`src/rtl/loop_nest_issuer_pkg.sv`:
```
// Shared definitions for the loop-nest issuer: FSM states and default index width.
package loop_nest_issuer_pkg;

    localparam int unsigned DEFAULT_IDX_W = 16;

    typedef enum logic [1:0] {
        LN_IDLE = 2'd0,
        LN_RUN  = 2'd1,
        LN_FIN  = 2'd2
    } ln_state_t;

endpackage

```
`src/rtl/loop_nest_issuer_counter.sv`:
```
// Odometer of N_DIMS ripple-carry wrap counters; dim 0 is innermost.
module nested_index_counter
    import loop_nest_issuer_pkg::*;
#(
    parameter int unsigned N_DIMS = 2,
    parameter int unsigned IDX_W  = DEFAULT_IDX_W
) (
    input  logic                    clk,
    input  logic                    rst,
    input  logic                    clear,
    input  logic                    en,
    input  logic [N_DIMS*IDX_W-1:0] trips,
    output logic [N_DIMS*IDX_W-1:0] idx,
    output logic                    all_last
);

    localparam logic [IDX_W-1:0] ONE = IDX_W'(1);

    logic [IDX_W-1:0]  cnt [N_DIMS];
    logic [N_DIMS-1:0] at_last;
    logic [N_DIMS-1:0] carry;

    // Per-dim final-value detect, carry ripple and flattened index export.
    always_comb begin
        at_last  = '0;
        carry    = '0;
        idx      = '0;
        for (int unsigned d = 0; d < N_DIMS; d++) begin
            at_last[d]              = (cnt[d] == (trips[d*IDX_W +: IDX_W] - ONE));
            idx[d*IDX_W +: IDX_W]   = cnt[d];
        end
        carry[0] = en;
        for (int unsigned d = 1; d < N_DIMS; d++) begin
            carry[d] = carry[d-1] & at_last[d-1];
        end
        all_last = &at_last;
    end

    // Each dim wraps to 0 at trip-1 and otherwise increments when its carry-in is set.
    always_ff @(posedge clk) begin
        if (rst || clear) begin
            for (int unsigned d = 0; d < N_DIMS; d++) begin
                cnt[d] <= '0;
            end
        end else begin
            for (int unsigned d = 0; d < N_DIMS; d++) begin
                if (carry[d]) begin
                    cnt[d] <= at_last[d] ? '0 : cnt[d] + ONE;
                end
            end
        end
    end

endmodule

```
`src/rtl/loop_nest_issuer.sv`:
```
// Loop-nest issuer: latches trip counts at start, issues one iteration every II
// unstalled cycles and exports the per-dimension index vector with each issue.
module loop_nest_issuer
    import loop_nest_issuer_pkg::*;
#(
    parameter int unsigned N_DIMS = 2,
    parameter int unsigned IDX_W  = DEFAULT_IDX_W,
    parameter int unsigned II     = 1
) (
    input  logic                    clk,
    input  logic                    rst,
    input  logic                    start,
    input  logic [N_DIMS*IDX_W-1:0] trip_counts,
    input  logic                    stall,
    output logic                    issue,
    output logic [N_DIMS*IDX_W-1:0] idx,
    output logic                    last,
    output logic                    busy,
    output logic                    done
);

    localparam int unsigned CD_W = (II > 1) ? $clog2(II) : 1;

    ln_state_t                 state;
    ln_state_t                 state_next;
    logic [N_DIMS*IDX_W-1:0]   trips_q;
    logic                      accept;
    logic                      any_zero;
    logic                      cd_zero;
    logic                      all_last;

    // Start acceptance and zero-trip detection on the incoming trip counts.
    always_comb begin
        accept   = (state == LN_IDLE) && start;
        any_zero = 1'b0;
        for (int unsigned d = 0; d < N_DIMS; d++) begin
            if (trip_counts[d*IDX_W +: IDX_W] == '0) begin
                any_zero = 1'b1;
            end
        end
    end

    // Next-state and output decode; issue is combinational only through stall.
    always_comb begin
        state_next = state;
        issue      = 1'b0;
        last       = 1'b0;
        busy       = 1'b0;
        done       = 1'b0;
        case (state)
            LN_IDLE: begin
                if (start) begin
                    state_next = any_zero ? LN_FIN : LN_RUN;
                end
            end
            LN_RUN: begin
                busy  = 1'b1;
                issue = cd_zero && !stall;
                last  = issue && all_last;
                if (last) begin
                    state_next = LN_FIN;
                end
            end
            LN_FIN: begin
                done       = 1'b1;
                state_next = LN_IDLE;
            end
            default: state_next = LN_IDLE;
        endcase
    end

    // State register.
    always_ff @(posedge clk) begin
        if (rst) begin
            state <= LN_IDLE;
        end else begin
            state <= state_next;
        end
    end

    // Trip counts are captured only on an accepted start.
    always_ff @(posedge clk) begin
        if (rst) begin
            trips_q <= '0;
        end else if (accept) begin
            trips_q <= trip_counts;
        end
    end

    // II countdown exists only when II>1; with II=1 every unstalled RUN cycle issues.
    if (II > 1) begin : g_cd
        logic [CD_W-1:0] cd;

        // Reload on issue, tick down on unstalled idle RUN cycles, hold under stall.
        always_ff @(posedge clk) begin
            if (rst || accept) begin
                cd <= '0;
            end else if (issue) begin
                cd <= CD_W'(II - 1);
            end else if ((state == LN_RUN) && (cd != '0) && !stall) begin
                cd <= cd - CD_W'(1);
            end
        end

        assign cd_zero = (cd == '0);
    end else begin : g_no_cd
        assign cd_zero = 1'b1;
    end

    nested_index_counter #(
        .N_DIMS (N_DIMS),
        .IDX_W  (IDX_W)
    ) u_counter (
        .clk      (clk),
        .rst      (rst),
        .clear    (accept),
        .en       (issue),
        .trips    (trips_q),
        .idx      (idx),
        .all_last (all_last)
    );

endmodule

```
`config.mk`:
```
export PLATFORM = sky130hd
export DESIGN_NAME = loop_nest_issuer
export DESIGN_NICKNAME = d
export VERILOG_FILES = /design/src/rtl/loop_nest_issuer_pkg.sv /design/src/rtl/loop_nest_issuer_counter.sv /design/src/rtl/loop_nest_issuer.sv
export SDC_FILE = /design/constraint.sdc
export NUM_CORES = 1
export LEC_CHECK = 0
export BUFFER_PORTS_ARGS = -buffer_cell sky130_fd_sc_hd__buf_2
export CAP_MARGIN = 20
export CORE_MARGIN = 2
export CORE_UTILIZATION = 30
export DETAILED_ROUTE_END_ITERATION = 7
export GPL_TIMING_DRIVEN = 0
export SLEW_MARGIN = 15
export SYNTH_ARGS = -nofsm -noshare
export SYNTH_HDL_FRONTEND = slang
export SYNTH_SLANG_ARGS = --single-unit
```
`constraint.sdc`:
```
create_clock -name clk -period 4.4 [get_ports clk]
set_input_delay 0.88 -clock clk [delete_from_list [all_inputs] [get_ports clk]]
set_output_delay 0.88 -clock clk [all_outputs]
set_load 0.1 [all_outputs]
```
[Yosys cells after proc, flatten, opt, wreduce, memory -nomap -nowiden]
Memories as Yosys holds them, arrays and structs flattened.
Cells that the tools add are included.
Word-level totals
  input bits: 36
  memory bits (writable): 32
  memories kept: 1
  output and inout bits: 36
  register bits after elaboration: 34
  word-level logic and storage cells: 47
Cells by class
  equal/unequal tests: 6
  mux-type cells: 22
  bitwise logic cells: 3
  $add $sub $neg: 4
  reductions and logical operators: 9
Memory list
  u_counter.cnt: depth 2, bits a word 16, read ports 2, clocked after memory_dff 0, write ports 2, line loop_nest_issuer_counter.sv:19  | logic [IDX_W-1:0] cnt [N_DIMS];
Operators by type and width (number)
  16-bit two-way mux: 4
  16-bit by 1-bit adder with 16-bit output, second input constant: 2
  16-bit == test: 2
  16-bit zero test: 2
  16-bit by 1-bit subtractor with 16-bit output, second input constant: 2
  1-bit two-way mux: 14
  2-bit two-way mux: 3
  2-bit inequality test, second input constant: 2
  2-bit case mux with 2 select lines: 1
  2-bit AND reduction: 2
  2-bit by 1-bit == test with 1-bit output, second input constant: 1
  2-bit == test, second input constant: 1
  1-bit logical AND: 2
  2-bit zero test: 1
  1-bit OR: 2
  1-bit AND: 1
  1-bit zero test: 1
  1-bit logical OR: 1

[Longest topological paths before layout]
  word-level depth: 7
  mapped depth: 11
  depth with buffers taken out: 9

[Cells and area by module]
Synthesis repeated with hierarchy kept, for this count alone.
Second synthesis, totals
  cell total of the unflattened synthesis: 477
  area total of the unflattened synthesis: 4212.8 um^2
Modules (own cells, without submodules)
  nested_index_counter: cells an instance 311, seq. area each 960.9 um^2, area an instance 2877.8 um^2, instances 1
  loop_nest_issuer: cells an instance 166, seq. area each 680.7 um^2, area an instance 1335.0 um^2, instances 1

[Worst setup path after synthesis]
No wires, ideal clock.
  path kind: flip-flop to output port
  from: register state[0]
  to: output last
  data arrival time: 4.341 ns
  path buffers: 0
  cell stages (with the launch flop): 4
  slack: -0.821 ns
  required time: 3.520 ns
  path through: dfxtp_1 > nor2b_1 > nor2b_1 > and3_1
On the way
  cells in the longest elaborated chain, start to end: 2
Ends and longest elaborated chain
  from (decl): line loop_nest_issuer.sv:24  | ln_state_t state;
  from (signal assigned): line loop_nest_issuer.sv:77  | state <= state_next;
  2-bit by 1-bit == test with 1-bit output: line loop_nest_issuer.sv:50  | case (state)
  1-bit two-way mux: line loop_nest_issuer.sv:50
  to (decl): line loop_nest_issuer.sv:17  | output logic last,
No other way between the ends.

[Worst setup path in the final report]
  from: register trips_q[16]
  to: output last
On the way
  cells in the longest elaborated chain, start to end: 5
Ends and longest elaborated chain
  from (decl): line loop_nest_issuer.sv:26  | logic [N_DIMS*IDX_W-1:0] trips_q;
  from (signal assigned): line loop_nest_issuer.sv:86  | trips_q <= trip_counts;
  16-bit by 1-bit subtractor with 16-bit output: line loop_nest_issuer_counter.sv:29  | at_last[d] = (cnt[d] == (trips[d*IDX_W +: IDX_W] - ONE));
  16-bit == test: line loop_nest_issuer_counter.sv:29
  2-bit AND reduction: line loop_nest_issuer_counter.sv:36  | all_last = &at_last;
  1-bit logical AND: line loop_nest_issuer.sv:59  | last = issue && all_last;
  1-bit two-way mux: line loop_nest_issuer.sv:50
No other way between the ends.

==> results.py <==
metrics = {
    "status": {
        "status": "finished clean",
    },
    "setup_path": {
        "regToRegStartpoint": "trips_q[4]",
        "cp_cell_sequence": "inv_1 -> ha_1 -> or4b_1 -> buf_2 -> a2111oi_2 -> a21oi_1 -> nor4_2 -> o2111ai_2 -> nor4_4 -> and3_1 -> buf_4",
        "reg2reg_setup_slack_ns": 0.53,
        "required_ns": 3.52,
        "critPathKind": "flip-flop to output port",
        "cp_slowest_cell": "or4b_1",
        "timing.rr.end": "u_counter.cnt[0][28]",
        "crit_path_start": "trips_q[16]",
        "worstPathMaxFanout": 8,
        "crit_family": "simple AND/OR/NAND/NOR gates",
        "cp-endpoint": "last",
        "reg2regPathDepth": 8,
        "arrival_ns": 3.35,
        "path_buf_inv": 3,
        "crit_cells": 11,
        "end_kind": "output port",
        "max_stage_delay_ns": 0.44,
        "cp-start-kind": "flip-flop",
    },
    "synth": {
        "ys_ff_latch": 66,
        "syn_area_um2": 4150,
        "synth-simple-area-share": 0.295,
        "async_flop_share": 0,
        "synth-seq-area-share": 0.396,
        "synth_top_area_share": 0.232,
        "ys_warn_count": 0,
        "synth_mux_area_frac": 0.00784,
        "synth_top_family_by_area": "simple AND/OR/NAND/NOR gates",
        "synth_ff_type": "dfxtp_1",
        "syn_inst": 488,
        "synth_nets": 528,
        "synthTopCellsByArea": "edfxtp_1 23%, dfxtp_1 16%, xor2_1 8.4%",
        "synthAdderAreaFrac": 0.0121,
        "synth_compound_area_frac": 0.111,
        "syn_avg_cell_area_um2": 8.50,
        "synth.distinct_cells": 48,
        "synth_edf_count": 32,
        "synthXorXnorAreaFrac": 0.146,
        "synth_largest_area_cell": "edfxtp_1",
    },
    "route": {
        "wl_met3_um": 473,
        "routed_wl_mm": 11.4,
        "route.met2.wl_mm": 4.94,
        "wl_met1_mm": 5.86,
        "drt_iter0_drc": 157,
        "top_layer": "met4",
        "ant_nets": 0,
        "drt_first_pass_iters": 7,
        "routedWlPerCell_um": 15.3,
        "num_vias": 3885,
        "viasPerCell": 5.18,
        "drc_errors": 0,
    },
    "sta": {
        "slew_violations": 0,
        "setup_viol": 0,
        "worstMarginPinSlew_ns": 0.970,
        "fin_crit_ns": 4.23,
        "fmax_mhz": 236,
        "finClkSkew_ns": 0.00682,
        "fin_setup_tns_ns": 0,
        "rsz0062_at_grt": "no",
        "timing.final.crit_share": 0.961,
        "slew_headroom": 0.347,
        "hold_viol_final": 0,
    },
    "place": {
        "port_buffers": 70,
        "place_hpwl_mm": 8.93,
        "routabilityCongestion": 0.903,
        "placed_cells": 734,
    },
    "power_and_ir_drop": {
        "p_per_area_nw_per_um2": 380,
        "p_leak_nw": 1.93,
        "p_comb_frac": 0.260,
        "power_frac_seq": 0.391,
        "p_sw_frac": 0.350,
        "ir_worst_vdd_v": 0.000134,
        "p_int_mw": 1.24,
        "clock_power_share": 0.349,
        "switching_power_uw": 664,
    },
    "global_routing": {
        "grt_max_degree": 17,
        "antenna_found_initial": 0,
        "first_global_vias": 3600,
        "grt_overflow": 0,
        "grt_first_pass_wirelength_mm": 18.1,
        "track_usage": 0.157,
    },
    "clock_network": {
        "cts_tree": "done",
        "clock-sinks": 66,
        "cts-htree-levels": 3,
        "cts_buffers": 9,
        "cts_hold_buf": 0,
        "cts_buffer_depth": 2,
        "clock_latency_ns": 0.33,
        "clk_pin_slew_ns": 0.05,
        "clock-root-buffer": "clkbuf_16",
    },
    "hold_path": {
        "min_path_cells": 2,
        "hp-class": "flip-flop to flip-flop",
    },
    "finish": {
        "fin_cells": 750,
        "antenna_cells": 0,
        "layout_common_cells": "84 x nand2_1, 71 x buf_2, 41 x nor3_1",
        "final_common_cell": "nand2_1",
        "synthToLayoutAreaGrowth_pct": 20.7,
        "drive_gt1_frac": 0.176,
        "layout.nets": 610,
        "fillers": 1420,
    },
    "floorplanning": {
        "start_util": 0.310,
        "design.core.area_um2": 13400,
        "die_x_um": 122,
        "die_y_um": 122,
        "row_count": 42,
        "dieArea_um2": 14800,
        "ioPinCount": 72,
    },
    "flow_run": {
        "maxCapViolCount": 0,
    },
}
## registers in the layout, indices dropped and copies added, names as in the netlist
| signal | flops |
|---|---|
| trips_q | 32 |
| u_counter.cnt | 32 |
| state | 2 |
## synth_stat cells, types with 13 or more instances
library cell and number:
a21oi_1 36, and3_1 13, clkbuf_1 22, dfxtp_1 34, edfxtp_1 32, nand2_1 84, nand3_1 17, nand4_1 17
nor2_1 22, nor3_1 41, nor4_1 17, xnor2_1 29, xor2_1 40
## layer usage
metal,vias to the layer above,global-route usage
li1,1932,-
met1,1844,0.228
met2,94,0.236
met3,15,0.0281
met4,0,0.0503
met5,-,0
## layout make-up
cell class	count	area, um2	share of cell area
well taps	176	220	0.0440
clock inverters	3	15.0	0.00300
multi-input cells	388	2370	0.474
flip-flops and latches	66	1640	0.328
clock buffers	12	256	0.0512
inverters	8	30.0	0.00600
plain buffers	26	108	0.0215
repair buffers	71	360	0.0720
## worst min-delay path: stages, from the launching register on
cell and delay [ns]:
dfxtp_1 0.31, nand2_1 0.05, a21oi_1 0.05
## what timing repair did
action                     4_1_cts  5_1_grt
setup endpoints to repair        1        0
hold endpoints to repair         0        0
setup buffers                    1        0
resized for setup                1        0
## kinds of logic (layout without fill, tap and decap cells)
| group | after synthesis | in the layout |
|---|---|---|
| AND/OR/NAND/NOR | 238 | 238 |
| AO/OA/AOI/OAI | 74 | 74 |
| XOR/XNOR | 69 | 69 |
| flip-flops | 66 | 66 |
| buffers and inverters | 34 | 120 |
| adder cells (fa/ha/maj) | 4 | 4 |
| multiplexers | 3 | 3 |
## stage by stage
| step | hold slack, ns | area, um2 | utilization | worst slack, ns | power (mW) |
|---|---|---|---|---|---|
| after floorplan | 0.448 | 4150 | - | 0.209 | 1.14 |
| after global placement | 0.458 | 4720 | 0.353 | 0.161 | 1.24 |
| after detailed placement | 0.464 | 4720 | 0.353 | 0.122 | 1.25 |
| after CTS | 0.471 | 5010 | 0.374 | 0.158 | 1.91 |
| after global routing | 0.514 | 5010 | 0.374 | 0.0236 | 1.98 |
| final | 0.471 | 5010 | 0.374 | 0.172 | 1.90 |
## worst min-delay path by stage
stage                 from  slack (ns)     endpoint
2_1_floorplan  trips_q[15]        0.45  trips_q[15]
3_3_place_gp   trips_q[31]        0.46  trips_q[31]
3_5_place_dp   trips_q[31]        0.46  trips_q[31]
4_1_cts        trips_q[31]        0.47  trips_q[31]
5_1_grt        trips_q[27]        0.51  trips_q[27]
6_report       trips_q[31]        0.47  trips_q[31]
## power groups by stage
stage / clock (mW) / combinational [mW] / sequential, mW
floorplan: 0 / 0.256 / 0.880
global placement: 0 / 0.483 / 0.754
detailed placement: 0 / 0.492 / 0.756
CTS: 0.673 / 0.493 / 0.743
global route: 0.697 / 0.536 / 0.750
finish: 0.663 / 0.494 / 0.744
Power figures use the tool's default switching activity.
